==> config.mk <==
export PLATFORM = sky130hd
export DESIGN_NAME = vco_fp_mc_flat
export DESIGN_NICKNAME = d
export VERILOG_FILES = /design/src/rtl/vco_fp_mc_if.sv /design/src/rtl/vco_fp_mc.sv /design/src/flat_wrapper.sv
export SDC_FILE = /design/constraint.sdc
export NUM_CORES = 2
export LEC_CHECK = 0
export CAP_MARGIN = 10
export CORE_ASPECT_RATIO = 1.1
export CORE_MARGIN = 2
export CORE_UTILIZATION = 54
export DETAILED_ROUTE_END_ITERATION = 7
export HOLD_SLACK_MARGIN = 0.03
export PLACE_DENSITY = 0.84
export REMOVE_ABC_BUFFERS = 1
export SYNTH_ARGS = -nofsm -noshare
export SYNTH_HDL_FRONTEND = slang
export SYNTH_SLANG_ARGS = --single-unit
export TNS_END_PERCENT = 30
==> constraint.sdc <==
create_clock -name clk -period 11.5 [get_ports clk]
set_clock_uncertainty 0.15 [all_clocks]
set_input_delay 2.3 -clock clk [delete_from_list [all_inputs] [get_ports clk]]
set_output_delay 2.3 -clock clk [all_outputs]
set_load 0.05 [all_outputs]
==> src/rtl/vco_fp_mc_if.sv <==
// Bundles the step/load/state signals of vco_fp_mc.
// The master drives requests and loads; the slave (the oscillator) returns status and state.
interface vco_fp_mc_if #(
  parameter int NCH = 4,
  parameter int DW  = 14,
  parameter int WW  = 17
);
  localparam int CW = (NCH > 1) ? $clog2(NCH) : 1;

  logic                  step;
  logic [NCH*WW-1:0]     w;
  logic                  load;
  logic [CW-1:0]         load_ch;
  logic signed [DW-1:0]  load_x;
  logic signed [DW-1:0]  load_v;
  logic                  busy;
  logic                  done;
  logic [NCH*DW-1:0]     x_out;
  logic [NCH*DW-1:0]     v_out;

  modport master (
    output step, w, load, load_ch, load_x, load_v,
    input  busy, done, x_out, v_out
  );

  modport slave (
    input  step, w, load, load_ch, load_x, load_v,
    output busy, done, x_out, v_out
  );
endinterface

==> src/rtl/vco_fp_mc.sv <==
// Multi-channel fixed-point harmonic oscillator, explicit Euler, one shared multiplier.
// Define VCO_SAT_EN to make the write-back adds saturate instead of wrap.
module vco_fp_mc #(
  parameter int          NCH = 4,
  parameter int          DW  = 14,
  parameter int          WW  = 17,
  parameter int          WF  = 10,
  parameter int unsigned DT  = 10485,
  parameter int          DTF = 20,
  parameter int          X0  = 6471
) (
  input logic         clk,
  input logic         reset,
  vco_fp_mc_if.slave  bus
);

  localparam int CW  = (NCH > 1) ? $clog2(NCH) : 1;
  localparam int DTW = $clog2(DT + 1);
  localparam int W2W = 2*WW - WF;            // unsigned width of w^2 >> WF
  localparam int AW  = W2W + DW - WF + 2;    // signed width of the negated acceleration
  localparam int OA0 = (WW + 1 > W2W + 1) ? WW + 1 : W2W + 1;
  localparam int OA1 = (OA0 > AW) ? OA0 : AW;
  localparam int OA  = (OA1 > DW) ? OA1 : DW;
  localparam int OB0 = (WW + 1 > DW) ? WW + 1 : DW;
  localparam int OB  = (OB0 > DTW + 1) ? OB0 : DTW + 1;
  localparam int PW  = OA + OB;

  typedef enum logic [2:0] {IDLE, W2, ACC, DV, DX, WB} state_t;

  state_t                state;
  logic [CW-1:0]         ch;
  logic [NCH*WW-1:0]     w_snap;
  logic signed [DW-1:0]  x_r [NCH];
  logic signed [DW-1:0]  v_r [NCH];
  logic signed [PW-1:0]  w2_r, a_r, dv_r, dx_r;
  logic                  busy_r, done_r;

  logic [WW-1:0]         w_k;
  logic signed [DW-1:0]  x_k, v_k;
  logic signed [OA-1:0]  op_a;
  logic signed [OB-1:0]  op_b;
  logic signed [PW-1:0]  prod;

  assign w_k  = w_snap[ch*WW +: WW];
  assign x_k  = x_r[ch];
  assign v_k  = v_r[ch];
  assign prod = op_a * op_b;

  function automatic logic signed [DW-1:0] wb_add(input logic signed [DW-1:0] a,
                                                  input logic signed [DW-1:0] b);
    logic signed [DW:0] sum;
    sum = (DW+1)'(a) + (DW+1)'(b);
`ifdef VCO_SAT_EN
    if (sum[DW] != sum[DW-1])
      return sum[DW] ? {1'b1, {(DW-1){1'b0}}} : {1'b0, {(DW-1){1'b1}}};
    return sum[DW-1:0];
`else
    return sum[DW-1:0];
`endif
  endfunction

  // Operand routing for the single time-shared multiplier.
  always_comb begin
    // NOTE: defaults first so no path through the case leaves an operand unassigned (no latch).
    op_a = '0;
    op_b = '0;
    case (state)
      W2:  begin op_a = OA'(w_k);         op_b = OB'(w_k); end
      ACC: begin op_a = w2_r[OA-1:0];     op_b = OB'(x_k); end
      DV:  begin op_a = a_r[OA-1:0];      op_b = OB'(DT);  end
      DX:  begin op_a = OA'(v_k);         op_b = OB'(DT);  end
      default: ;
    endcase
  end

  always_ff @(posedge clk) begin
    if (reset) begin
      state  <= IDLE;
      ch     <= '0;
      busy_r <= 1'b0;
      done_r <= 1'b0;
      w_snap <= '0;
      w2_r   <= '0;
      a_r    <= '0;
      dv_r   <= '0;
      dx_r   <= '0;
      // NOTE: the state arrays are reset element by element; a mid-step reset must restore every channel.
      for (int k = 0; k < NCH; k++) begin
        x_r[k] <= DW'(X0);
        v_r[k] <= '0;
      end
    end else begin
      // NOTE: non-blocking throughout so every register samples pre-edge values.
      done_r <= 1'b0;
      case (state)
        IDLE: begin
          if (bus.step) begin
            w_snap <= bus.w;
            ch     <= '0;
            busy_r <= 1'b1;
            state  <= W2;
          end else if (bus.load && int'(bus.load_ch) < NCH) begin
            x_r[bus.load_ch] <= bus.load_x;
            v_r[bus.load_ch] <= bus.load_v;
          end
        end
        W2: begin
          w2_r  <= prod >>> WF;
          state <= ACC;
        end
        ACC: begin
          a_r   <= -(prod >>> WF);
          state <= DV;
        end
        DV: begin
          dv_r  <= prod >>> DTF;
          state <= DX;
        end
        DX: begin
          dx_r  <= prod >>> DTF;
          state <= WB;
        end
        WB: begin
          // Both updates use the pre-step x_k and v_k.
          v_r[ch] <= wb_add(v_k, dv_r[DW-1:0]);
          x_r[ch] <= wb_add(x_k, dx_r[DW-1:0]);
          if (ch == CW'(NCH - 1)) begin
            busy_r <= 1'b0;
            done_r <= 1'b1;
            state  <= IDLE;
          end else begin
            ch    <= ch + 1'b1;
            state <= W2;
          end
        end
        default: state <= IDLE;
      endcase
    end
  end

  assign bus.busy = busy_r;
  assign bus.done = done_r;

  for (genvar k = 0; k < NCH; k++) begin : g_out
    assign bus.x_out[k*DW +: DW] = x_r[k];
    assign bus.v_out[k*DW +: DW] = v_r[k];
  end

endmodule

==> src/flat_wrapper.sv <==
// flat-port wrapper written by rule: the top's interface ports become plain ports
module vco_fp_mc_flat 
#(
  parameter int          NCH = 4,
  parameter int          DW  = 14,
  parameter int          WW  = 17,
  parameter int          WF  = 10,
  parameter int unsigned DT  = 10485,
  parameter int          DTF = 20,
  parameter int          X0  = 6471
)
  (clk, reset, bus_step, bus_w, bus_load, bus_load_ch, bus_load_x, bus_load_v, bus_busy, bus_done, bus_x_out, bus_v_out);
  vco_fp_mc_if #(.NCH(NCH), .DW(DW), .WW(WW)) bus_i ();
  input logic clk;
  input logic reset;
  input wire logic [$bits(bus_i.step)-1:0] bus_step;
  input wire logic [$bits(bus_i.w)-1:0] bus_w;
  input wire logic [$bits(bus_i.load)-1:0] bus_load;
  input wire logic [$bits(bus_i.load_ch)-1:0] bus_load_ch;
  input wire logic [$bits(bus_i.load_x)-1:0] bus_load_x;
  input wire logic [$bits(bus_i.load_v)-1:0] bus_load_v;
  output wire logic [$bits(bus_i.busy)-1:0] bus_busy;
  output wire logic [$bits(bus_i.done)-1:0] bus_done;
  output wire logic [$bits(bus_i.x_out)-1:0] bus_x_out;
  output wire logic [$bits(bus_i.v_out)-1:0] bus_v_out;
  assign bus_i.step = bus_step;
  assign bus_i.w = bus_w;
  assign bus_i.load = bus_load;
  assign bus_i.load_ch = bus_load_ch;
  assign bus_i.load_x = bus_load_x;
  assign bus_i.load_v = bus_load_v;
  assign bus_busy = bus_i.busy;
  assign bus_done = bus_i.done;
  assign bus_x_out = bus_i.x_out;
  assign bus_v_out = bus_i.v_out;
  vco_fp_mc #(.NCH(NCH), .DW(DW), .WW(WW), .WF(WF), .DT(DT), .DTF(DTF), .X0(X0)) u_core (.clk(clk), .reset(reset), .bus(bus_i));
endmodule
Word-level counts from Yosys, hierarchy flattened
Memories as Yosys holds them, arrays and structs flattened. A register that Yosys moved wholly into a read port is not among the register bits.
Cells that the tools add are included.
W data, S select, Z words.
- output and inout bits: 114
- word-level logic and storage cells: 77
- input bits: 102
- register bits: 163
- memories kept: 2
- bits in writable memories: 112
- memories (name ; depth ; bits a word ; read ports ; clocked after memory_dff ; write ports ; RTL line ; text):
    u_core.v_r ; 4 ; 14 ; 5 ; 1 ; 4 ; vco_fp_mc.sv:34 ; logic signed [DW-1:0] v_r [NCH];
    u_core.x_r ; 4 ; 14 ; 5 ; 1 ; 4 ; vco_fp_mc.sv:33 ; logic signed [DW-1:0] x_r [NCH];
- shift-type cells: 1
- $add $sub $neg: 4
- eq/ne operators: 9
- bitwise operators: 1
- $mul: 2
- multiplexer cells: 38
- reduce and logical (&&, ||, !) cells: 11
- operator list (kind ; number):
    $pmux W30 S4 ; 1
    $shiftx A68 B8 Y17 ; 1
    $mux W14 ; 4
    $reduce_or A14 Y1 ; 4
    $pmux W18 S3 ; 1
    $mul A30 B18 Y40 ; 1
    $neg A30 Y30 ; 1
    $add A14 B14 Y14 ; 2
    $mux W2 ; 10
    $mux W1 ; 18
    $pmux W3 S6 ; 1
    $mul A2 B5 Y7 const B ; 1
    $eq A3 B2 Y1 const B ; 2
    $eq A3 B3 Y1 const B ; 2
    $reduce_and A3 Y1 ; 2
    $ne A2 B2 Y1 const B ; 2
    $pmux W2 S2 ; 1
    $reduce_or A2 Y1 ; 2
    $eq A3 B1 Y1 const B ; 1
    $logic_not A3 Y1 ; 1
    $mux W3 ; 1
    $add A2 B1 Y2 const B ; 1
    $eq A2 B2 Y1 const B ; 1
    $ne A2 B1 Y1 const B ; 1
    other kinds (4) ; 4

Logic depth before layout (Yosys ltp)
- depth in word-level cells: 8
- gate-level depth with buffers: 37

Worst setup path after synthesis
No wires, ideal clock.
- kind: reg-to-reg
- start point: register u_core.ch[0]
- end point: register u_core.a_r[25]
- required time: 11233 ps
- path buffers: 5
- cell stages (with the launch flop): 34
- library setup time: 117 ps
- period minus slack after synthesis: 9426 ps
- slack: 2074 ps
- arrival: 9159 ps
- cells stage by stage: dfxtp_1 > buf_2 > buf_1 > mux4_2 > o21ai_0 > a21oi_1 > nor2_1 > clkbuf_1 > nor2_1 > fa_1 > inv_1 > fa_1 > inv_1 > fa_1 > inv_1 > fa_1 > fa_1 > fa_1 > inv_1 > ha_1 > clkbuf_1 > and4_1 > nor3b_1 > a221o_1 > a31o_2 > a31oi_1 > o21ai_0 > xor2_1 > or3b_2 > or4_1 > buf_2 > nor4_2 > mux2i_1 > nand2_1
- word-level cells in the longest chain between the ends: 5
- elaborated cells on any way between the ends: 6
- RTL lines (element ; RTL line ; text):
    start, declared ; vco_fp_mc.sv:31 ; logic [CW-1:0] ch;
    start signal, assigned ; vco_fp_mc.sv:132 ; ch <= ch + 1'b1;
    $mul A2 B5 Y7 * ; vco_fp_mc.sv:44 ; assign w_k = w_snap[ch*WW +: WW];
    $shiftx A68 B8 Y17 * ; vco_fp_mc.sv:44 ;
    $pmux W30 S4 or $pmux W18 S3 (tied branches) ; vco_fp_mc.sv:67 ; case (state)
    $mul A30 B18 Y40 * ; vco_fp_mc.sv:47 ; assign prod = op_a * op_b;
    $neg A30 Y30 * ; vco_fp_mc.sv:112 ; a_r <= -(prod >>> WF);
    end signal, assigned ; vco_fp_mc.sv:112 ;
    end, declared ; vco_fp_mc.sv:35 ; logic signed [PW-1:0] w2_r, a_r, dv_r, dx_r;
Mark *: on every way between the ends. The rest lies on a longest branch, timed or not.
A chain may end at the register's enable or synchronous reset.

Worst setup path after layout
- start point: register u_core.state[1]
- end point: register u_core.a_r[25]
- word-level cells in the longest chain between the ends: 5
- elaborated cells on any way between the ends: 9
- RTL lines (element ; RTL line ; text):
    start, declared ; vco_fp_mc.sv:30 ; state_t state;
    start signal, assigned ; vco_fp_mc.sv:78 ; state <= IDLE;
    start signal, assigned ; vco_fp_mc.sv:101 ; state <= W2;
    start signal, assigned ; vco_fp_mc.sv:109 ; state <= ACC;
    $eq A3 B2 Y1 or $eq A3 B3 Y1 (tied branches) ; vco_fp_mc.sv:67 ;
    $reduce_or A2 Y1 (no line) ; - ;
    $pmux W18 S3 ; vco_fp_mc.sv:67 ;
    $mul A30 B18 Y40 ; vco_fp_mc.sv:47 ;
    $neg A30 Y30 ; vco_fp_mc.sv:112 ;
Parallel ways exist; a longest one is shown, timed or not.

==> summary by stage <==
Logic synthesis
After synthesis, the netlist uses between 80 and 90 different library cells. The main combinational cell family by area after synthesis is adder cells. After synthesis, the share of cell area in mux cells is about 4.1%. The proportion of synthesized chip area in sequential cells is about 22%. Yosys mapped a number of flops with a built-in enable equal to ~110.

Synthesis produced around 3400 cells. Counting flops and latches in the post-synthesis netlist gives about 280. Each instance of the synthesized netlist takes up on average ~8.8 µm².

Counting flops with an async set or reset pin after synthesis yields a share of 0%. The xor/xnor cell area share of the yosys netlist is 2.63%. The synthesized netlist occupies a cell area of ~30000 µm². The area fraction in and, or, nand and nor cells after synthesis is 16.8%. Summing the areas of all compound-gate instances in the mapped netlist gives under 10% of the synthesized area. The share of synthesized cell area in full adder, half adder and majority cells is approximately 36%. For this run, the number of Yosys warnings is 0. The most used flip-flop cell after synthesis is sky130_fd_sc_hd__dfxtp_1.

Die
The die span in x is approximately 230 µm. The floorplan has 90 rows. The effective utilization at floorplan is a little over half.

The die is 250 µm tall. Pin placement for this block handled 216 I/O pins. The core region is 54700 µm². The die area is 57100 µm².

Finish
The library cells used most frequently in the layout, excluding fill and tap cells, are sky130_fd_sc_hd__nand2_1 (721), sky130_fd_sc_hd__inv_1 (563), sky130_fd_sc_hd__fa_1 (447), sky130_fd_sc_hd__nor2_1 (272), sky130_fd_sc_hd__clkdlybuf4s50_1 (214). In the final layout, the share of cells above drive strength 1 is roughly 6.1%. The final design utilization is approximately 62%.

The area growth from synthesis to layout is 13.1%. After the last flow step, the layout net total stands at approximately 4200. The filler-free cell count of the finished design is between 4000 and 5000. After routing the design area is between 30000 and 40000 µm². The most common cell after layout, fill and taps aside is sky130_fd_sc_hd__nand2_1.

CTS
The CTS root buffer is sky130_fd_sc_hd__clkbuf_16. The clock input transition at the sequential cells of the worst setup and hold paths is ~0.070 ns. The clock passes through at most 3 buffers. The number of levels the H-tree was split into is 1. The clock drives roughly 280 sinks. The number of clock buffers added by TritonCTS is 28.

The number of setup buffers added after CTS is 0. The count of hold buffers inserted by post-cts repair is 0. In this run, post-CTS repair resized a total of 0 instances. TritonCTS built the clock tree. The clock latency at the later pin of the worst-skew pair is approximately 0.58 ns.

Timing
Headroom to the max-slew limit came out at about a tenth. The time the final worst path needs with I/O delays and setup is 10.48 ns. The final count of pins violating max slew came to 0.

The portion of the clock cycle consumed by the worst path in the final layout is between 90% and 100%. Static timing analysis puts the maximum clock frequency at 95.4 MHz. Setup repair after global routing left no endpoint under its margin. For the final routed database, the setup TNS stands at 0 ns.

The number of failing hold endpoints at the final stage is 0. The final number of setup-violating endpoints is 0. For the pin with the worst max-slew slack, the measured transition is around 1.4 ns.

Global route
The initial antenna violation count is 2. The first-pass GRT wire length is 142 mm. The via count of the first global-routing pass came to between 20000 and 30000.

Entering global routing, the biggest net connects 85 pins. The remaining global-route overflow is 0. Global routing consumed, over all layers together, between 30% and 40% of the routing resources.

Worst setup path
The length in cells of the worst reg-to-reg path is 29. The endpoint identified for the worst register-to-register timing path is u_core.a_r[25]. The critical path data arrival time is 10.77 ns.

In this run the critical register-to-register path is launched from u_core.state[1]. The launching instance or port of the critical path is u_core.state[1]. Along the worst path, the maximum fanout reaches 35. The highest-delay cell along the critical path is sky130_fd_sc_hd__dfxtp_1. At the worst endpoint, the required time is approximately 12 ns. The setup path with the least slack is of type reg -> reg. In this run the register-to-register setup slack is around 1.0 ns. The worst setup path is launched from a flop. On the worst path, the slowest cell contributes a delay of between 0.7 and 0.8 ns. STA classifies the critical path endpoint as a flop.

Drt
In the routed design, unresolved DRC markers number 0. The total met2 wirelength after detailed routing is approximately 42 mm. The first-pass detailed-route iteration total is 6.

Dividing the detail-routed wire length by the instance count gives 21.1 µm. Once detail routing completed, the nets flagged for antenna violations numbered 0. The count of routing violations after the opening detailed-route iteration is roughly 2600. For this block, wires on met1 add up to between 30 and 40 mm. For this block, the routed nets add up to about 90 mm of wire. The ratio of routed vias to standard cells is just under 6. The via count of the routed design is 24900. The routed length on met3 is 10.4 mm. In this run the top signal layer used is met4.

Power and ir drop
Cell internal power was estimated by the tool at roughly 0.0019 W. In this run the power spent charging and discharging nets is about 0.00096 W. The leakage power summed over all cells is around 15 nW. In this run switching power makes up around 33% of total power. Registers are responsible for a little under two fifths of the overall power.

The fraction of power consumed by combinational cells is around 28%. The maximum VDD drop is 0.000160 V. Total power for the finished layout comes to slightly below 0.003 W. The clock network fraction of total power is about a third.

Dividing total power by cell area gives a power density of 86.1 nW/µm².

Worst hold path
The worst hold path terminates at u_core.w_snap[49]. The origin of the worst min-delay path is u_core.w_snap[49]. In this run the worst hold path is classified as reg -> reg. The worst hold path was traced through 2 stages.

Place
The post-detailed-placement half-perimeter wirelength is roughly 70 mm. Once placement completed, the tool counted placed cells totaling between 4000 and 5000. The cell area after placement is approximately 33000 µm². The count of buffers inserted at the top-level ports is 215. The global placement routability congestion is 0.978.

Job
The number of maximum-capacitance violations is 0.

Run status
The run finished with clean final reports.
## Yosys cell counts (4+ instances only)
cell	count	area share, %
sky130_fd_sc_hd__a211oi_1	13	0.33
sky130_fd_sc_hd__a21boi_0	10	0.25
sky130_fd_sc_hd__a21o_1	21	0.53
sky130_fd_sc_hd__a21oi_1	209	3.5
sky130_fd_sc_hd__a221o_1	15	0.50
sky130_fd_sc_hd__a221oi_1	14	0.41
sky130_fd_sc_hd__a22oi_1	28	0.70
sky130_fd_sc_hd__a31oi_1	5	0.10
sky130_fd_sc_hd__and2_1	33	0.69
sky130_fd_sc_hd__and3_1	14	0.29
sky130_fd_sc_hd__and4bb_2	4	0.17
sky130_fd_sc_hd__buf_1	16	0.20
sky130_fd_sc_hd__clkbuf_1	170	2.1
sky130_fd_sc_hd__dfxtp_1	165	11
sky130_fd_sc_hd__edfxtp_1	112	11
sky130_fd_sc_hd__fa_1	447	30
sky130_fd_sc_hd__ha_1	131	5.5
sky130_fd_sc_hd__inv_1	563	7.1
sky130_fd_sc_hd__mux2_2	14	0.53
sky130_fd_sc_hd__mux2i_1	6	0.20
sky130_fd_sc_hd__mux4_2	45	3.4
sky130_fd_sc_hd__nand2_1	722	9.1
sky130_fd_sc_hd__nand2b_1	10	0.21
sky130_fd_sc_hd__nand3_1	21	0.35
sky130_fd_sc_hd__nand3b_1	8	0.20
sky130_fd_sc_hd__nand4_1	12	0.25
sky130_fd_sc_hd__nor2_1	273	3.4
sky130_fd_sc_hd__nor2b_1	20	0.42
sky130_fd_sc_hd__nor3_1	20	0.34
sky130_fd_sc_hd__nor3b_1	6	0.15
sky130_fd_sc_hd__nor4_1	4	0.084
sky130_fd_sc_hd__o21a_1	15	0.38
sky130_fd_sc_hd__o21ai_0	55	0.92
sky130_fd_sc_hd__o21ai_1	7	0.12
sky130_fd_sc_hd__o22ai_1	8	0.17
sky130_fd_sc_hd__o31a_1	6	0.18
sky130_fd_sc_hd__or2_2	13	0.27
sky130_fd_sc_hd__or3_1	5	0.10
sky130_fd_sc_hd__xnor2_1	65	1.9
sky130_fd_sc_hd__xor2_1	20	0.59
## worst max-delay path by stage
| stage | to | slack, ns |
|---|---|---|
| 2_1_floorplan | u_core.a_r[25] | 0.58 |
| 4_1_cts | u_core.a_r[25] | 1.16 |
| 3_5_place_dp | u_core.a_r[25] | 1.23 |
| 5_1_grt | u_core.a_r[25] | 0.50 |
| 3_3_place_gp | u_core.a_r[25] | 1.40 |
| 6_report | u_core.a_r[25] | 1.02 |
## state kept, by name, summed over array words and instances (netlist names), named ones only
register         count
u_core.state         3
u_core.ch            2
u_core.bus.busy      1
u_core.x_r          56
u_core.a_r          30
u_core.w2_r         30
u_core.w_snap       68
u_core.dx_r         14
u_core.bus.done      1
u_core.dv_r         14
u_core.v_r          56
## power by group through the flow
stage	Sequential [W]	Combinational [W]	Clock (W)
floorplan	0.00118	0.000430	0
global placement	0.00113	0.000761	0
detailed placement	0.00113	0.000774	0
CTS	0.00111	0.000782	0.000989
global route	0.00111	0.000854	0.00103
finish	0.00111	0.000804	0.000989
## final cells by class
cell class,instances,area (µm²)
repair buffers,285,2690
diodes,1,2.50
well taps,736,921
clock buffers,34,733
multi-input cells,2350,20300
flip-flops and latches,277,6670
fillers,4395,21000
inverters,564,2120
clock inverters,18,264
## cell families after synthesis
kind of cell    count (synthesis)
mux                            65
flops                         277
simple gates                 1185
buf+inv                       756
xor+xnor                       87
compound gates                435
fa+ha+maj                     578
## through the flow
| stage | setup slack (ns) | hold WS [ns] |
|---|---|---|
| after detailed placement | 1.23 | 0.294 |
| after CTS | 1.16 | 0.302 |
| final | 1.02 | 0.302 |
| after global placement | 1.40 | 0.285 |
| after global routing | 0.498 | 0.314 |
| after floorplan | 0.581 | 0.272 |
## layer usage
metal / up-vias / global-route usage, %
li1: 10900 / -
met1: 12200 / 38.2
met2: 1560 / 52.3
met3: 369 / 8.39
met4: 0 / 16.8
met5: - / 0
## critical path: cells and delay by family (launching register included)
kind | cells | cell delay [ns]
AOI/OAI and AO/OA | 6 | 1.63
muxes | 1 | 0.22
buffers and inverters | 6 | 0.59
xor gates and xnor gates | 1 | 0.27
DFF | 1 | 0.74
adders and majority gates | 7 | 3.27
and+or+nand+nor | 8 | 3.44
No activity file was read; power rests on OpenSTA's default activity.
